## src/rtl/pe_instr_queue.sv

```systemverilog
// ---------------------------------------------------------------------------
// pe_instr_queue
//
// Instruction issue queue between fetch and the opcode decoder. Words arrive
// under valid/ready, are pre-decoded at enqueue (major opcode, function field,
// arith / illegal class) and stored with the raw word. The head entry is then
// presented to decode under valid/ready. A synchronous flush empties the
// queue, and a saturating counter tracks how many illegal words were issued.
//
// Parameters
//   DEPTH        number of entries (power of two, >= 2)
//   ERR_W        width of the illegal-instruction counter
//
// Ports
//   clk          core clock, rising-edge
//   rst_n        asynchronous active-low reset
//   flush        synchronous clear, wins over push and pop
//   in_valid     fetch presents a word on in_instr
//   in_ready     queue can take a word this cycle
//   in_instr     32-bit instruction word
//   out_valid    head entry is presented to decode
//   out_ready    decode consumes the head this cycle
//   out_instr    head instruction word (0 when !out_valid)
//   out_opcode   head bits [31:25]     (0 when !out_valid)
//   out_func     head bits [24:20]     (0 when !out_valid)
//   out_is_arith head opcode is ARITH  (0 when !out_valid)
//   out_illegal  head opcode not legal (0 when !out_valid)
//   count        entries currently held
//   illegal_cnt  illegal words issued, saturating, cleared only by rst_n
// ---------------------------------------------------------------------------
module pe_instr_queue #(
  parameter int DEPTH = 4,
  parameter int ERR_W = 8
) (
  input  logic                     clk,
  input  logic                     rst_n,
  input  logic                     flush,
  input  logic                     in_valid,
  output logic                     in_ready,
  input  logic [31:0]              in_instr,
  output logic                     out_valid,
  input  logic                     out_ready,
  output logic [31:0]              out_instr,
  output logic [6:0]               out_opcode,
  output logic [4:0]               out_func,
  output logic                     out_is_arith,
  output logic                     out_illegal,
  output logic [$clog2(DEPTH):0]   count,
  output logic [ERR_W-1:0]         illegal_cnt
);

  localparam int PTR_W = $clog2(DEPTH);
  localparam int CNT_W = PTR_W + 1;
  localparam logic [CNT_W-1:0] FULL_CNT = CNT_W'(DEPTH);

  typedef enum logic [6:0] {
    OP_NOP    = 7'b0000000,
    OP_ARITH  = 7'b0000001,
    OP_LOAD   = 7'b0000010,
    OP_STORE  = 7'b0000011,
    OP_BRANCH = 7'b0000100
  } opcode_e;

  // One stored entry: raw word plus the decode computed when it was enqueued.
  typedef struct packed {
    logic [31:0] instr;
    logic [6:0]  opcode;
    logic [4:0]  func;
    logic        is_arith;
    logic        illegal;
  } entry_t;

  entry_t           mem [DEPTH];
  logic [PTR_W-1:0] wr_ptr;
  logic [PTR_W-1:0] rd_ptr;
  entry_t           in_entry;
  entry_t           head;
  logic             push;
  logic             pop;

  // -------------------------------------------------------------------------
  // Handshake. in_ready deliberately ignores out_ready: a full queue does not
  // accept a word even if the head leaves in the same cycle.
  // -------------------------------------------------------------------------
  assign in_ready  = rst_n && !flush && (count < FULL_CNT);
  assign out_valid = (count != '0) && !flush;
  assign push      = in_valid && in_ready;
  assign pop       = out_valid && out_ready;

  // -------------------------------------------------------------------------
  // Pre-decode of the incoming word. func is carried along but not checked.
  // -------------------------------------------------------------------------
  // NOTE: every signal assigned in always_comb gets a default first, so no
  // path leaves it unassigned and no latch is inferred.
  always_comb begin
    in_entry          = '0;
    in_entry.instr    = in_instr;
    in_entry.opcode   = in_instr[31:25];
    in_entry.func     = in_instr[24:20];
    in_entry.is_arith = (in_instr[31:25] == OP_ARITH);
    unique case (in_instr[31:25])
      OP_NOP, OP_ARITH, OP_LOAD, OP_STORE, OP_BRANCH: in_entry.illegal = 1'b0;
      default:                                        in_entry.illegal = 1'b1;
    endcase
  end

  // -------------------------------------------------------------------------
  // Storage. Written only on an accepted push; read at rd_ptr.
  // -------------------------------------------------------------------------
  // NOTE: the entry array has no reset. Its contents are only observed while
  // count says they are valid, so clearing it would buy nothing and would
  // stop it mapping onto plain register-file / RAM cells.
  always_ff @(posedge clk) begin
    if (push) begin
      mem[wr_ptr] <= in_entry;
    end
  end

  assign head = mem[rd_ptr];

  // -------------------------------------------------------------------------
  // Pointers and occupancy. Pointers are log2(DEPTH) wide, so they wrap
  // modulo DEPTH by plain overflow. Flush cannot coincide with push or pop
  // because it forces in_ready and out_valid low.
  // -------------------------------------------------------------------------
  // NOTE: sequential state is updated with non-blocking assignments so every
  // register samples the pre-edge values, independent of statement order.
  always_ff @(posedge clk or negedge rst_n) begin
    if (!rst_n) begin
      wr_ptr <= '0;
      rd_ptr <= '0;
      count  <= '0;
    end else if (flush) begin
      wr_ptr <= '0;
      rd_ptr <= '0;
      count  <= '0;
    end else begin
      if (push) begin
        wr_ptr <= wr_ptr + PTR_W'(1);
      end
      if (pop) begin
        rd_ptr <= rd_ptr + PTR_W'(1);
      end
      case ({push, pop})
        2'b10:   count <= count + CNT_W'(1);
        2'b01:   count <= count - CNT_W'(1);
        default: count <= count;
      endcase
    end
  end

  // -------------------------------------------------------------------------
  // Illegal-issue counter: bumps when an illegal head is consumed, sticks at
  // all-ones, and survives flush.
  // -------------------------------------------------------------------------
  always_ff @(posedge clk or negedge rst_n) begin
    if (!rst_n) begin
      illegal_cnt <= '0;
    end else if (pop && head.illegal && (illegal_cnt != '1)) begin
      illegal_cnt <= illegal_cnt + ERR_W'(1);
    end
  end

  // -------------------------------------------------------------------------
  // Head presentation: stored decode, forced to zero when nothing is valid.
  // -------------------------------------------------------------------------
  always_comb begin
    out_instr    = '0;
    out_opcode   = '0;
    out_func     = '0;
    out_is_arith = 1'b0;
    out_illegal  = 1'b0;
    if (out_valid) begin
      out_instr    = head.instr;
      out_opcode   = head.opcode;
      out_func     = head.func;
      out_is_arith = head.is_arith;
      out_illegal  = head.illegal;
    end
  end

endmodule
```

## config.mk

```make
export PLATFORM = sky130hd
export DESIGN_NAME = pe_instr_queue
export DESIGN_NICKNAME = d
export VERILOG_FILES = /design/src/rtl/pe_instr_queue.sv
export SDC_FILE = /design/constraint.sdc
export NUM_CORES = 1
export LEC_CHECK = 0
export CAP_MARGIN = 20
export CORE_UTILIZATION = 58
export CTS_BUF_LIST = sky130_fd_sc_hd__clkbuf_8 sky130_fd_sc_hd__clkbuf_16
export CTS_CLUSTER_SIZE = 16
export DETAILED_ROUTE_END_ITERATION = 10
export HOLD_SLACK_MARGIN = 0.03
export PLACE_DENSITY = 0.85
export SYNTH_ARGS = -nofsm -noshare
export SYNTH_HDL_FRONTEND = slang
export SYNTH_SLANG_ARGS = --single-unit
```

## constraint.sdc

```tcl
create_clock -name clk -period 4.3 [get_ports clk]
set_input_delay 0.86 -clock clk [delete_from_list [all_inputs] [get_ports clk]]
set_output_delay 0.86 -clock clk [all_outputs]
set_load 0.05 [all_outputs]
```

==> flow_summary.toml, run 1 <==
[run_status]
status = "finished with violations"
failed_checks = "design-rule violations"

[logic_synthesis]
synth_fp_nets = 360
synth_top_area_share = 0.667
yosysSeqAreaShare = 0.729
synth_top_area_cell = "edfxtp_1"
synthCells = 317
syn_area_sq_um = 6120
synth_seq_cells = 151
synth.avg_cell_area_sq_um = 19.3
ys_types = 37
async_reset_ff_frac = 0.0993
yosys_warnings = 0
synth_area_leaders = "edfxtp_1 67%, mux4_2 13%, dfrtp_1 6.1%, and2_1 3.9%, buf_4 1.5%"
synth-edff-count = 136
synth_flop_cell = "edfxtp_1"

[finish]
layout_common_cells = "136 x edfxtp_1, 52 x clkdlybuf4s50_1, 50 x buf_4"
final_cells = 562
layout_commonest_cell = "edfxtp_1"
layout.core_utilization = 0.740
syn_to_final_growth_pct = 24.4
drive_above_1_share = 0.300
final_nets = 456
num_antenna_cells = 0

[routing]
antenna_left = 0
viasPerCell = 5.66
wl_mm = 11.7
drc = 2
post_drt_wl_per_cell_um = 20.8
drt_iter0_drc = 213
dr.pass1.iters = 7
via_count = 3180

[pwr]
power.density_nw_per_um2 = 471
leakagePower_nw = 2.64
max-vdd-ir-drop_v = 0.000324
fin_total_pwr_w = 0.00358

[critical_path]
crit_path_end_kind = "output pin"
critPathRequiredTime_ns = 3.44
r2r-start = "rd_ptr[0]"
regToRegSetupSlack_ns = 1.81
r2r_cells = 5
crit_end = "out_illegal"
cp_max_fo = 19
crit_arrival_ns = 2.78
startpoint_type = "flip-flop"
cp-startpoint = "rd_ptr[0]"
timing.rr.end = "illegal_cnt[1]"
path_class = "flip-flop to output pin"

[timing]
fin_skew_ns = 0.00873
slew_violations = 0
fin_tns_setup_ns = 0
period_share = 0.848
hold_viol = 0
setup_viol_count_final = 0
worstMarginPinSlew_ns = 0.940
rsz0062_at_grt = "no"
period_needed_ns = 3.64
relSlewSlack = 0.373
max_clock_freq_mhz = 274

[clock_network]
clkSinkCount = 151
post_cts_buffers = 0
ctsRootBufferMaster = "clkbuf_8"
cts_hold_buf = 0
cts_tree = "yes"
cts-resized-gates = 0
clk_pin_slew_ns = 0.06
clock_latency_ns = 0.53
cts_max_level = 4
cts_buffers = 17
cts_buffer_depth = 2

[floorplan]
io_pins = 96
initial_utilization = 0.595
num_rows = 37
coreArea_sq_um = 10300
die_area_sq_um = 11000
die_x_um = 105
die_y_um = 105

[place]
hpwl_mm = 6.69
gp_congestion = 0.720
dpl.cell_count = 530
port_buffers = 95

[grt]
grt_pass1_vias = 3224
grt_max_degree = 35
grt.overflow.total = 0
antenna_found_initial = 0
grt_pass1_wl_mm = 17.7
grtUsageTotal = 0.227

[run]
drv_cap = 0

[hold_path]
hold_class = "flip-flop to flip-flop"
through the flow:
stage / hold slack (ns) / area (sq um) / worst slack (ns)
global route: 0.536 / 7610 / 0.490
finish: 0.523 / 7610 / 0.655
floorplan: 0.562 / 6120 / 0.715
global placement: 0.482 / 7040 / 0.755
detailed placement: 0.503 / 7040 / 0.717
CTS: 0.525 / 7610 / 0.585
flip-flops by register name (all words and copies together) (netlist names):
signal,cells
count,3
illegal_cnt,8
mem,136
rd_ptr,2
wr_ptr,2
cell families (layout without fill, tap and decap cells):
group / Yosys count / after routing / synth area share
compound gates: 9 / 9 / 0.00982
xor+xnor: 12 / 12 / 0.0172
fa+ha+maj: 6 / 6 / 0.0135
buf+inv: 29 / 138 / 0.0274
flops: 151 / 151 / 0.729
mux: 35 / 35 / 0.128
simple gates: 75 / 75 / 0.0757
synth_stat cells (all sizes together) (2+ instances only):
cell / count
a21oi: 2
and2: 38
buf: 19
clkbuf: 6
dfrtp: 15
edfxtp: 136
ha: 5
inv: 4
mux4: 34
nand2: 6
nand3: 5
nand3b: 2
nor2: 8
nor3: 4
nor4: 4
o21ai: 5
xnor2: 3
xor2: 9
power by group:
group / internal [W] / switching, W
Sequential: 0.00163 / 0.0000388
Clock: 0.000826 / 0.000589
Combinational: 0.000196 / 0.000302
area by class of cell:
class	count	area [sq um]
Clock buffer	17	414
Clock inverter	15	153
Fill cell	590	2670
Inverter	4	15.0
Multi-Input combinational cell	137	1500
Sequential cell	151	4460
Tap cell	136	170
Timing Repair Buffer	102	896
per-layer routing:
layer  part of all wire  GRT usage
met1               0.39      0.283
met2               0.52      0.378
met4              0.024      0.101
met5                  0          0
met3              0.059     0.0568
worst min-delay path by stage:
| stage | cells after the start | slack (ns) | end | from |
|---|---|---|---|---|
| 2_1_floorplan | 0 | 0.56 | count[0] | rst_n |
| 3_3_place_gp | 1 | 0.48 | illegal_cnt[6] | illegal_cnt[6] |
| 3_5_place_dp | 1 | 0.50 | illegal_cnt[7] | illegal_cnt[7] |
| 4_1_cts | 1 | 0.52 | illegal_cnt[7] | illegal_cnt[7] |
| 5_1_grt | 1 | 0.54 | illegal_cnt[7] | illegal_cnt[7] |
| 6_report | 1 | 0.52 | illegal_cnt[7] | illegal_cnt[7] |
critical path: stages, from the launching register on:
cell     delay (ns)
dfrtp_2        0.77
buf_4          0.48
mux4_2         0.61
and2_1         0.20
buf_4          0.19
No activity file was read; power rests on OpenSTA's default activity.
==> run 2, diff against run 1 <==
--- a/config.mk
+++ b/config.mk
@@ -6,12 +6,12 @@
 export NUM_CORES = 1
 export LEC_CHECK = 0
 export CAP_MARGIN = 20
-export CORE_UTILIZATION = 58
+export CORE_UTILIZATION = 48
 export CTS_BUF_LIST = sky130_fd_sc_hd__clkbuf_8 sky130_fd_sc_hd__clkbuf_16
 export CTS_CLUSTER_SIZE = 16
 export DETAILED_ROUTE_END_ITERATION = 10
 export HOLD_SLACK_MARGIN = 0.03
-export PLACE_DENSITY = 0.85
+export PLACE_DENSITY = 0.75
 export SYNTH_ARGS = -nofsm -noshare
 export SYNTH_HDL_FRONTEND = slang
 export SYNTH_SLANG_ARGS = --single-unit
==> constraint.sdc (replaced) <==
create_clock -name clk -period 3.1 [get_ports clk]
set_input_delay 0.62 -clock clk [delete_from_list [all_inputs] [get_ports clk]]
set_output_delay 0.62 -clock clk [all_outputs]
set_load 0.05 [all_outputs]
==> run 2 against run 1 <==
- the flow now finishes without violations
- die area grew 20%
- first-iteration DRC count down 23%
- flip-flop and latch count unchanged
- critical path depth stayed put
- final cell count rose by 7.5%
- setup slack got worse by 0.45 ns
- via count rose by 0.19%
- critical path type unchanged
- largest power group unchanged
==> flow_summary.toml, run 2 (same netlist as run 1, synthesis figures left out) <==
[clock_network]
clkSinkCount = 151
cts_buffers = 17
ctsRootBufferMaster = "clkbuf_16"
cts-resized-gates = 0
cts_buffer_depth = 2
cts_hold_buf = 0
clk_pin_slew_ns = 0.06
cts_tree = "yes"
cts_max_level = 4
clock_latency_ns = 0.40
post_cts_buffers = 0

[finish]
multi_input_comb_area_sq_um = 1500
seq_area_sq_um = 4460
top_regs = "mem: 136 flops, illegal_cnt: 8 flops, count: 3 flops"
fin_area_sq_um = 8370
regMostFlops = "mem"
n_fill_cell = 798
final_nets = 466
largest_register_ffs = 136
layout_commonest_cell = "edfxtp_1"
num_antenna_cells = 0
syn_to_final_growth_pct = 36.8
drive_above_1_share = 0.328
layout_common_cells = "136 x edfxtp_1, 50 x buf_12, 47 x clkdlybuf4s50_1"
final_cells = 604

[pwr]
fin_total_pwr_w = 0.00523
max-vdd-ir-drop_v = 0.000335
leakagePower_nw = 2.88
power.density_nw_per_um2 = 625

[run_status]
status = "finished clean"

[routing]
dr.pass1.iters = 6
wl_mm = 11.8
antenna_left = 0
via_count = 3186
viasPerCell = 5.27
wl_met3_um = 579
highest_layer = "met4"
drc = 0
drt_iter0_drc = 163
post_drt_wl_per_cell_um = 19.5
wl_met1_mm = 4.72
wl_met2_mm = 6.34

[place]
place_ws_ns = 0.464
port_buffers = 95
dpl_cell_area_sq_um = 7770
hpwl_mm = 7.44
gp_congestion = 0.736
dpl.cell_count = 572

[grt]
grt_pass1_vias = 3458
grt_max_degree = 31
grt_pass1_wl_mm = 18.6
antenna_found_initial = 0
grtUsageTotal = 0.197
grt.overflow.total = 0

[critical_path]
critPathRequiredTime_ns = 2.48
startpoint_type = "flip-flop"
crit_path_end_kind = "output pin"
crit_arrival_ns = 2.27
cp_max_fo = 12
path_class = "flip-flop to output pin"

[floorplan]
initial_utilization = 0.501
num_rows = 40
io_pins = 96
die_y_um = 115
coreArea_sq_um = 12200
die_x_um = 115
die_area_sq_um = 13200

[timing]
worst_slack_ns = 0.209
relSlewSlack = 0.585
hold_viol = 0
max_clock_freq_mhz = 346
fin_skew_ns = 0.00603
fin_tns_setup_ns = 0
period_share = 0.933
worstMarginPinSlew_ns = 0.613
period_needed_ns = 2.89
setup_viol_count_final = 0
rsz0062_at_grt = "no"
slew_violations = 0

[hold_path]
hold_class = "flip-flop to flip-flop"

[run]
drv_cap = 0
## run 2: cell count changes in the layout (fill, tap and decap cells not counted), sizes merged
| cell | delta |
|---|---|
| buf | +15 |
| clkinvlp | -2 |
| clkinv | -1 |
| inv | +2 |
| bufinv | +1 |
| clkdlybuf4s50 | -5 |
## run 2: critical path: stages (launching register included)
cell	delay, ns
dfrtp_2	0.60
buf_4	0.34
mux4_2	0.56
and2_1	0.20
buf_12	0.15
## run 2: area by class of cell
type                            count  share of cell area
Sequential cell                   151               0.533
Timing Repair Buffer              112               0.189
Inverter                            4             0.00179
Multi-Input combinational cell    137               0.179
Clock buffer                       17              0.0508
Clock inverter                     15              0.0211
Tap cell                          168              0.0251
## run 2: report_power, final
group          internal [W]  switching [W]  leakage (nW)  total [W]
sequential          0.00226      0.0000493          1.43    0.00231
clock               0.00127       0.000798         0.297    0.00207
combinational      0.000398       0.000452          1.15   0.000850
total               0.00393        0.00130          2.88    0.00523
## run 2: worst paths after layout
check,start,end,slack [ns],cells after the start
max in group asynchronous,rst_n,rd_ptr[0],2.28,2
min in group asynchronous,rst_n,illegal_cnt[6],0.61,2
worst max register to register,rd_ptr[0],illegal_cnt[1],1.03,5
worst min register to register,illegal_cnt[6],illegal_cnt[6],0.50,1
worst min-delay path,illegal_cnt[6],illegal_cnt[6],0.50,1
worst max-delay path,rd_ptr[0],out_instr[9],0.21,4
## run 2: per-stage QoR
step           utilization  hold WS, ns
6_report             0.686        0.497
5_1_grt              0.686        0.509
4_1_cts              0.686        0.500
3_5_place_dp         0.636        0.489
3_3_place_gp         0.636        0.485
2_1_floorplan            -        0.324
## run 2: layer usage
layer | global-route usage | vias to the layer above
met5 | 0 | -
met4 | 0.0623 | 0
met3 | 0.0527 | 12
met2 | 0.344 | 84
met1 | 0.238 | 1644
li1 | - | 1446
